===== src/rtl/prt_scaler_pkg.sv =====
// Shared types and constants for the scaler sequencing agent.
package prt_scaler_pkg;

  localparam int unsigned P_FRAC_W   = 3;
  localparam int unsigned P_COEF_ONE = 64;

  localparam logic [3:0] SEL_L0_BASE = 4'd0;
  localparam logic [3:0] SEL_L1_BASE = 4'd5;

  typedef enum logic [1:0] {IDLE, RUN, DONE} agnt_state_t;

  // Per-output-pixel taps and Q6 bilinear weights.
  typedef struct packed {
    logic [0:3][3:0] sel;
    logic [0:3][7:0] coef;
  } pix_res_t;

  // Out-of-range steps behave as a unity step.
  function automatic logic [3:0] norm_step(input logic [3:0] step);
    return (step == 4'd0 || step > 4'd8) ? 4'd8 : step;
  endfunction

endpackage


===== src/rtl/prt_scaler_agnt_if.sv =====
// Control/result bundle between the line sequencer and the scaler agent.
interface prt_scaler_agnt_if #(
  parameter int unsigned P_GRP_W = 12
);

  logic               CTL_RUN_IN;
  logic               LINE_STRT_IN;
  logic [3:0]         H_STEP_IN;
  logic [2:0]         H_PHASE_IN;
  logic [2:0]         V_PHASE_IN;
  logic [P_GRP_W-1:0] H_GRP_IN;
  logic               SLW_VLD_IN;
  logic [2:0]         SLW_ADV_OUT;
  logic               AGNT_DE_OUT;
  logic [63:0]        MUX_SEL_OUT;
  logic [31:0]        COEF_P0_OUT;
  logic [31:0]        COEF_P1_OUT;
  logic [31:0]        COEF_P2_OUT;
  logic [31:0]        COEF_P3_OUT;
  logic               LINE_DONE_OUT;

  modport master (
    output CTL_RUN_IN, LINE_STRT_IN, H_STEP_IN, H_PHASE_IN, V_PHASE_IN, H_GRP_IN, SLW_VLD_IN,
    input  SLW_ADV_OUT, AGNT_DE_OUT, MUX_SEL_OUT, COEF_P0_OUT, COEF_P1_OUT, COEF_P2_OUT,
           COEF_P3_OUT, LINE_DONE_OUT
  );

  modport slave (
    input  CTL_RUN_IN, LINE_STRT_IN, H_STEP_IN, H_PHASE_IN, V_PHASE_IN, H_GRP_IN, SLW_VLD_IN,
    output SLW_ADV_OUT, AGNT_DE_OUT, MUX_SEL_OUT, COEF_P0_OUT, COEF_P1_OUT, COEF_P2_OUT,
           COEF_P3_OUT, LINE_DONE_OUT
  );

endinterface


===== src/rtl/prt_scaler_agnt_phs.sv =====
// Per-pixel phase decode: tap selects and bilinear weights for pixel n of a group.
module prt_scaler_agnt_phs
  import prt_scaler_pkg::*;
(
  input  logic [2:0] acc,
  input  logic [1:0] n,
  input  logic [3:0] step,
  input  logic [2:0] fy,
  output pix_res_t   res
);

  logic [4:0] pos;
  logic [3:0] tap;
  logic [7:0] wx0, wx1, wy0, wy1;
  logic [7:0] c1, c2, c3;

  always_comb begin
    pos = {2'b00, acc} + ({3'b000, n} * {1'b0, step});
    tap = {2'b00, pos[4:P_FRAC_W]};
    wx1 = {5'd0, pos[P_FRAC_W-1:0]};
    wx0 = 8'd8 - wx1;
    wy1 = {5'd0, fy};
    wy0 = 8'd8 - wy1;

    res.sel[0] = SEL_L0_BASE + tap;
    res.sel[1] = SEL_L0_BASE + tap + 4'd1;
    res.sel[2] = SEL_L1_BASE + tap;
    res.sel[3] = SEL_L1_BASE + tap + 4'd1;

    c1 = wx1 * wy0;
    c2 = wx0 * wy1;
    c3 = wx1 * wy1;
    // The four weights always sum to one in Q6, so c0 falls out of the others.
    res.coef[0] = 8'(P_COEF_ONE) - c1 - c2 - c3;
    res.coef[1] = c1;
    res.coef[2] = c2;
    res.coef[3] = c3;
  end

endmodule


===== src/rtl/prt_scaler_agnt.sv =====
// Horizontal phase sequencer for one output line of the 4-pixel bilinear scaler kernel.
module prt_scaler_agnt
  import prt_scaler_pkg::*;
#(
  parameter int unsigned P_PPC      = 4,
  parameter int unsigned P_GRP_W    = 12,
  parameter int unsigned P_COEF_DLY = 1
) (
  input logic              CLK_IN,
  input logic              RST_IN,
  prt_scaler_agnt_if.slave bus
);

  if (P_PPC != 4) begin : g_bad_ppc
    $error("prt_scaler_agnt: P_PPC must be 4");
  end
  if (P_COEF_DLY > 3) begin : g_bad_dly
    $error("prt_scaler_agnt: P_COEF_DLY must be 0..3");
  end

  agnt_state_t        state;
  logic [3:0]         step_q;
  logic [2:0]         acc_q;
  logic [2:0]         fy_q;
  logic [P_GRP_W-1:0] grp_q;
  logic               de_q;
  logic [2:0]         adv_q;
  logic [63:0]        sel_q;
  logic               done_q;

  pix_res_t     res [P_PPC];
  logic [63:0]  sel_nxt;
  logic [127:0] coef_nxt;
  logic [5:0]   acc_sum;
  logic         issue;

  logic [127:0] coef_pipe [P_COEF_DLY+1];

  for (genvar n = 0; n < P_PPC; n++) begin : g_phs
    prt_scaler_agnt_phs u_phs (
      .acc  (acc_q),
      .n    (2'(n)),
      .step (step_q),
      .fy   (fy_q),
      .res  (res[n])
    );
  end

  assign acc_sum = {3'b000, acc_q} + {step_q, 2'b00};
  assign issue   = (state == RUN) && bus.CTL_RUN_IN && bus.SLW_VLD_IN;

  always_comb begin
    sel_nxt  = '0;
    coef_nxt = '0;
    for (int unsigned n = 0; n < P_PPC; n++) begin
      for (int unsigned k = 0; k < 4; k++) begin
        sel_nxt[(4*n+k)*4 +: 4]  = res[n].sel[k];
        coef_nxt[32*n+8*k +: 8]  = res[n].coef[k];
      end
    end
  end

  always_ff @(posedge CLK_IN or negedge RST_IN) begin
    if (!RST_IN) begin
      state  <= IDLE;
      step_q <= 4'd8;
      acc_q  <= '0;
      fy_q   <= '0;
      grp_q  <= '0;
      de_q   <= 1'b0;
      adv_q  <= '0;
      sel_q  <= '0;
      done_q <= 1'b0;
    end else begin
      de_q   <= 1'b0;
      adv_q  <= '0;
      done_q <= 1'b0;
      if (!bus.CTL_RUN_IN) begin
        state <= IDLE;
      end else begin
        case (state)
          IDLE: begin
            if (bus.LINE_STRT_IN) begin
              step_q <= norm_step(bus.H_STEP_IN);
              acc_q  <= bus.H_PHASE_IN;
              fy_q   <= bus.V_PHASE_IN;
              grp_q  <= bus.H_GRP_IN;
              // An empty line completes immediately without entering RUN.
              if (bus.H_GRP_IN == '0) done_q <= 1'b1;
              else                    state  <= RUN;
            end
          end
          RUN: begin
            if (bus.SLW_VLD_IN) begin
              de_q  <= 1'b1;
              adv_q <= acc_sum[5:3];
              acc_q <= acc_sum[2:0];
              sel_q <= sel_nxt;
              grp_q <= grp_q - P_GRP_W'(1);
              if (grp_q == P_GRP_W'(1)) state <= DONE;
            end
          end
          DONE: begin
            done_q <= 1'b1;
            state  <= IDLE;
          end
          default: state <= IDLE;
        endcase
      end
    end
  end

  // Stage 0 tracks the last issued group; later stages free-run so aborted lines still drain.
  always_ff @(posedge CLK_IN or negedge RST_IN) begin
    if (!RST_IN) begin
      for (int unsigned k = 0; k <= P_COEF_DLY; k++) coef_pipe[k] <= '0;
    end else begin
      if (issue) coef_pipe[0] <= coef_nxt;
      for (int unsigned k = 1; k <= P_COEF_DLY; k++) coef_pipe[k] <= coef_pipe[k-1];
    end
  end

  assign bus.AGNT_DE_OUT   = de_q;
  assign bus.SLW_ADV_OUT   = adv_q;
  assign bus.MUX_SEL_OUT   = sel_q;
  assign bus.LINE_DONE_OUT = done_q;
  assign bus.COEF_P0_OUT   = coef_pipe[P_COEF_DLY][31:0];
  assign bus.COEF_P1_OUT   = coef_pipe[P_COEF_DLY][63:32];
  assign bus.COEF_P2_OUT   = coef_pipe[P_COEF_DLY][95:64];
  assign bus.COEF_P3_OUT   = coef_pipe[P_COEF_DLY][127:96];

endmodule


===== src/flat_wrapper.sv =====
// flat-port wrapper written by rule: the top's interface ports become plain ports
module prt_scaler_agnt_flat import prt_scaler_pkg::*;
#(
  parameter int unsigned P_PPC      = 4,
  parameter int unsigned P_GRP_W    = 12,
  parameter int unsigned P_COEF_DLY = 1
)
  (CLK_IN, RST_IN, bus_CTL_RUN_IN, bus_LINE_STRT_IN, bus_H_STEP_IN, bus_H_PHASE_IN, bus_V_PHASE_IN, bus_H_GRP_IN, bus_SLW_VLD_IN, bus_SLW_ADV_OUT, bus_AGNT_DE_OUT, bus_MUX_SEL_OUT, bus_COEF_P0_OUT, bus_COEF_P1_OUT, bus_COEF_P2_OUT, bus_COEF_P3_OUT, bus_LINE_DONE_OUT);
  prt_scaler_agnt_if #(.P_GRP_W(P_GRP_W)) bus_i ();
  input logic CLK_IN;
  input logic RST_IN;
  input wire logic [$bits(bus_i.CTL_RUN_IN)-1:0] bus_CTL_RUN_IN;
  input wire logic [$bits(bus_i.LINE_STRT_IN)-1:0] bus_LINE_STRT_IN;
  input wire logic [$bits(bus_i.H_STEP_IN)-1:0] bus_H_STEP_IN;
  input wire logic [$bits(bus_i.H_PHASE_IN)-1:0] bus_H_PHASE_IN;
  input wire logic [$bits(bus_i.V_PHASE_IN)-1:0] bus_V_PHASE_IN;
  input wire logic [$bits(bus_i.H_GRP_IN)-1:0] bus_H_GRP_IN;
  input wire logic [$bits(bus_i.SLW_VLD_IN)-1:0] bus_SLW_VLD_IN;
  output wire logic [$bits(bus_i.SLW_ADV_OUT)-1:0] bus_SLW_ADV_OUT;
  output wire logic [$bits(bus_i.AGNT_DE_OUT)-1:0] bus_AGNT_DE_OUT;
  output wire logic [$bits(bus_i.MUX_SEL_OUT)-1:0] bus_MUX_SEL_OUT;
  output wire logic [$bits(bus_i.COEF_P0_OUT)-1:0] bus_COEF_P0_OUT;
  output wire logic [$bits(bus_i.COEF_P1_OUT)-1:0] bus_COEF_P1_OUT;
  output wire logic [$bits(bus_i.COEF_P2_OUT)-1:0] bus_COEF_P2_OUT;
  output wire logic [$bits(bus_i.COEF_P3_OUT)-1:0] bus_COEF_P3_OUT;
  output wire logic [$bits(bus_i.LINE_DONE_OUT)-1:0] bus_LINE_DONE_OUT;
  assign bus_i.CTL_RUN_IN = bus_CTL_RUN_IN;
  assign bus_i.LINE_STRT_IN = bus_LINE_STRT_IN;
  assign bus_i.H_STEP_IN = bus_H_STEP_IN;
  assign bus_i.H_PHASE_IN = bus_H_PHASE_IN;
  assign bus_i.V_PHASE_IN = bus_V_PHASE_IN;
  assign bus_i.H_GRP_IN = bus_H_GRP_IN;
  assign bus_i.SLW_VLD_IN = bus_SLW_VLD_IN;
  assign bus_SLW_ADV_OUT = bus_i.SLW_ADV_OUT;
  assign bus_AGNT_DE_OUT = bus_i.AGNT_DE_OUT;
  assign bus_MUX_SEL_OUT = bus_i.MUX_SEL_OUT;
  assign bus_COEF_P0_OUT = bus_i.COEF_P0_OUT;
  assign bus_COEF_P1_OUT = bus_i.COEF_P1_OUT;
  assign bus_COEF_P2_OUT = bus_i.COEF_P2_OUT;
  assign bus_COEF_P3_OUT = bus_i.COEF_P3_OUT;
  assign bus_LINE_DONE_OUT = bus_i.LINE_DONE_OUT;
  prt_scaler_agnt #(.P_PPC(P_PPC), .P_GRP_W(P_GRP_W), .P_COEF_DLY(P_COEF_DLY)) u_core (.CLK_IN(CLK_IN), .RST_IN(RST_IN), .bus(bus_i));
endmodule

===== config.mk =====
export PLATFORM = sky130hd
export DESIGN_NAME = prt_scaler_agnt_flat
export DESIGN_NICKNAME = d
export VERILOG_FILES = /design/src/rtl/prt_scaler_pkg.sv /design/src/rtl/prt_scaler_agnt_if.sv /design/src/rtl/prt_scaler_agnt_phs.sv /design/src/rtl/prt_scaler_agnt.sv /design/src/flat_wrapper.sv
export SDC_FILE = /design/constraint.sdc
export NUM_CORES = 1
export LEC_CHECK = 0
export CAP_MARGIN = 20
export CELL_PAD_IN_SITES_DETAIL_PLACEMENT = 1
export CELL_PAD_IN_SITES_GLOBAL_PLACEMENT = 1
export CORE_AREA = 2 2 193 195
export DETAILED_ROUTE_END_ITERATION = 8
export DIE_AREA = 0 0 195 197
export PLACE_DENSITY_LB_ADDON = 0.08
export RECOVER_POWER = 100
export SLEW_MARGIN = 20
export SYNTH_ARGS = -nofsm -noshare
export SYNTH_HDL_FRONTEND = slang
export SYNTH_SLANG_ARGS = --single-unit

===== constraint.sdc =====
create_clock -name CLK_IN -period 7.47 [get_ports CLK_IN]
set_input_delay 1.494 -clock CLK_IN [delete_from_list [all_inputs] [get_ports CLK_IN]]
set_output_delay 1.494 -clock CLK_IN [all_outputs]
set_load 0.1 [all_outputs]

==> impl_metrics.ini <==
[status]
status = finished with violations
violations = max-capacitance violations, max-slew violations

[worst_setup_path]
cp_max_fo = 9
startpoint = u_core.step_q[1]$_DFFE_PN0P_
start_kind = register
reg2reg_to = u_core.coef_pipe[231]$_DFFE_PN0P_
critPathKind = register to register
crit_path_end_kind = register
cp.required_ps = 7910
r2r-start = u_core.step_q[1]$_DFFE_PN0P_
critPathArrivalTime_ps = 6680
reg2reg_slack_ps = 1220
r2r_cells = 19

[synth]
ys_seq_area_frac = 0.424
syn_area_mm2 = 0.0154
synth_flop_cell = dfrtp_1
async_reset_ff_frac = 1.00
synth_edf_count = 0
syn-instance-count = 1506
yosys_warnings = 0
ys_types = 54
syn_avg_cell_area_um2 = 10.2
synth-seq-cells = 261

[grt]
grt-ovfl-total = 0
grt_usage = 0.184
grt_first_pass_wirelength_um = 56500
grt_pass1_vias = 10773
antenna_found_initial = 0
grt_max_degree = 152

[die]
dieArea_mm2 = 0.0384
core_area_mm2 = 0.0363
start_util = 0.425
fp.dieW_um = 195
pin_count = 224
num_rows = 70
die_h_um = 197

[layout]
final_nets = 1808
fin_util = 0.487
drive_gt1_frac = 0.0431
syn_to_final_growth_pct = 14.6
fill_cells = 3995

[route]
first_iter_violations = 308
drc = 0
vias_per_cell = 4.80
wl_per_cell_um = 16.8
dr.pass1.iters = 4
antenna_left = 0
wl_um = 34400
via_count = 9823

[timing]
skew_ps = 18.8
max_slew_margin = -2.36
rsz0062_at_grt = no
setup_viol = 0
final_hold_viol_count = 0
worst_pin_slew_ps = 5030
fin_crit_ps = 6250
fin_crit_sh = 0.836
slew_viol_final = 350
setup_tns_ps = 0
max_clock_freq_mhz = 160

[clock_network]
cts_tree = yes
cts_htree_levels = 1
clk_path_buf_depth = 3
worst_setup_hold_path_clk_slew_ps = 60
postCtsHoldBufs = 0
cts_num_sinks = 261
cts_root_buf = clkbuf_16
cts-buffers-inserted = 28
clk_latency_ps = 560
postCtsResizedCells = 0
post_cts_buffers = 0

[worst_hold_path]
min_from = u_core.coef_pipe[201]$_DFFE_PN0P_
hold_path_end = u_core.bus.COEF_P2_OUT[9]$_DFF_PN0_
hold_class = register to register
hold_depth = 0

[job]
cap_violations = 5

[placed_design]
gp_congestion = 0.821
placement.io_buffers = 192
place.detailed.hpwl_um = 25900
-- routing by layer --
| metal | vias up | GRT usage | part of all wire |
|---|---|---|---|
| li1 | 4746 | - | - |
| met1 | 4875 | 0.244 | 0.45 |
| met2 | 168 | 0.317 | 0.49 |
| met3 | 34 | 0.0303 | 0.046 |
| met4 | 0 | 0.0441 | 0.016 |
| met5 | - | 0 | 0 |
-- stage by stage --
stage / cell area [um^2] / worst slack (ps) / hold slack, ps / instances
after floorplan: 15500 / 1790 / 350 / 1536
after global placement: 16700 / 1470 / 358 / 1995
after detailed placement: 16700 / 1240 / 362 / 1995
after CTS: 17700 / 1220 / 359 / 2047
after global routing: 17600 / 525 / 371 / 2047
final: 17600 / 1220 / 364 / 2048
-- Yosys cell counts, drive strengths merged (2+ instances only) --
cell type,n,area (um^2)
nor2,51,194
nand2,255,957
a21oi,45,225
ha,169,2110
o2bb2ai,2,17.5
a21o,30,225
dfrtp,260,6510
o21a,2,15.0
mux2,10,113
o22ai,3,18.8
and2,70,438
nor2b,12,75.1
buf,187,1350
clkbuf,22,86.3
nor4,8,50.1
nor3,13,81.3
o21bai,8,60.1
nand3,4,25.0
xor2,24,210
xnor2,34,298
nand3b,4,30.0
nand2b,5,31.3
xnor3,4,90.1
a22oi,3,22.5
inv,119,447
fa,55,1100
o21ai,89,449
-- worst max path at each step --
stage	cells after the start	to	slack [ps]
6_report	19	u_core.coef_pipe[231]$_DFFE_PN0P_	1220
5_1_grt	1	u_core.bus.COEF_P1_OUT[21]$_DFF_PN0_	530
4_1_cts	19	u_core.coef_pipe[231]$_DFFE_PN0P_	1220
3_5_place_dp	19	u_core.coef_pipe[231]$_DFFE_PN0P_	1240
3_3_place_gp	19	u_core.coef_pipe[231]$_DFFE_PN0P_	1470
2_1_floorplan	19	u_core.coef_pipe[231]$_DFFE_PN0P_	1790
-- layout by cell type, fill, tap and decap left out, types with 4 or more instances in the layout --
cell type        count
nor2_1              50
o21bai_1             8
inv_1              119
ha_1               169
clkbuf_16           29
xor2_1              24
dlygate4sd3_1      169
clkbuf_1             9
a21o_1              30
xnor3_1              4
a21oi_1             45
and2_0               4
nand2b_1             5
nand3b_1             4
nor4_1               8
o21ai_0             87
conb_1              31
and2_1              66
clkbuf_8             5
nand3_1              4
clkinv_2             4
nor2b_1             12
clkdlybuf4s50_1     22
xnor2_1             34
fa_1                55
dfrtp_1            260
nor3_1              11
bufinv_16            5
mux2_2               9
nand2_1            255
-- logic make-up after synthesis --
group,share of synthesized area
xor+xnor,0.0388
flops,0.424
simple gates,0.128
buf+inv,0.122
compound gates,0.0704
other cells,0.000244
fa+ha+maj,0.209
mux,0.00731
-- layout make-up --
| cell class | instances | area (um^2) | area share |
|---|---|---|---|
| Multi-Input combinational cell | 947 | 7090 | 0.402 |
| Sequential cell | 261 | 6530 | 0.370 |
| Timing Repair Buffer | 200 | 1980 | 0.112 |
| Clock buffer | 40 | 817 | 0.0463 |
| Tap cell | 468 | 586 | 0.0332 |
| Inverter | 119 | 447 | 0.0253 |
| Clock inverter | 12 | 194 | 0.0110 |
| Antenna cell | 1 | 2.50 | 0.000142 |
-- registers in the layout, summed over array words and instances (netlist names), 4 cells and up --
signal and count:
u_core.step_q 4, u_core.bus.MUX_SEL_OUT 26, u_core.coef_pipe 103, u_core.bus.COEF_P1_OUT 25, u_core.bus.COEF_P3_OUT 26, u_core.bus.COEF_P0_OUT 26
u_core.grp_q 12, u_core.bus.COEF_P2_OUT 26
-- critical path: stages (launching register included) --
cell and delay [ps]:
dfrtp_1 620, fa_1 510, ha_1 230, fa_1 650, xnor2_1 130, and2_1 170, ha_1 310, fa_1 610
ha_1 250, a21o_1 160, a21oi_1 220, xor2_1 260, fa_1 460, ha_1 310, ha_1 330, o21ai_0 120
o21bai_1 100, a21oi_1 220, xnor3_1 330, o21ai_0 150
Power is left out: the tool's default activity adds up to more than one toggle a clock period on the data nets, which glitch-free logic cannot reach.
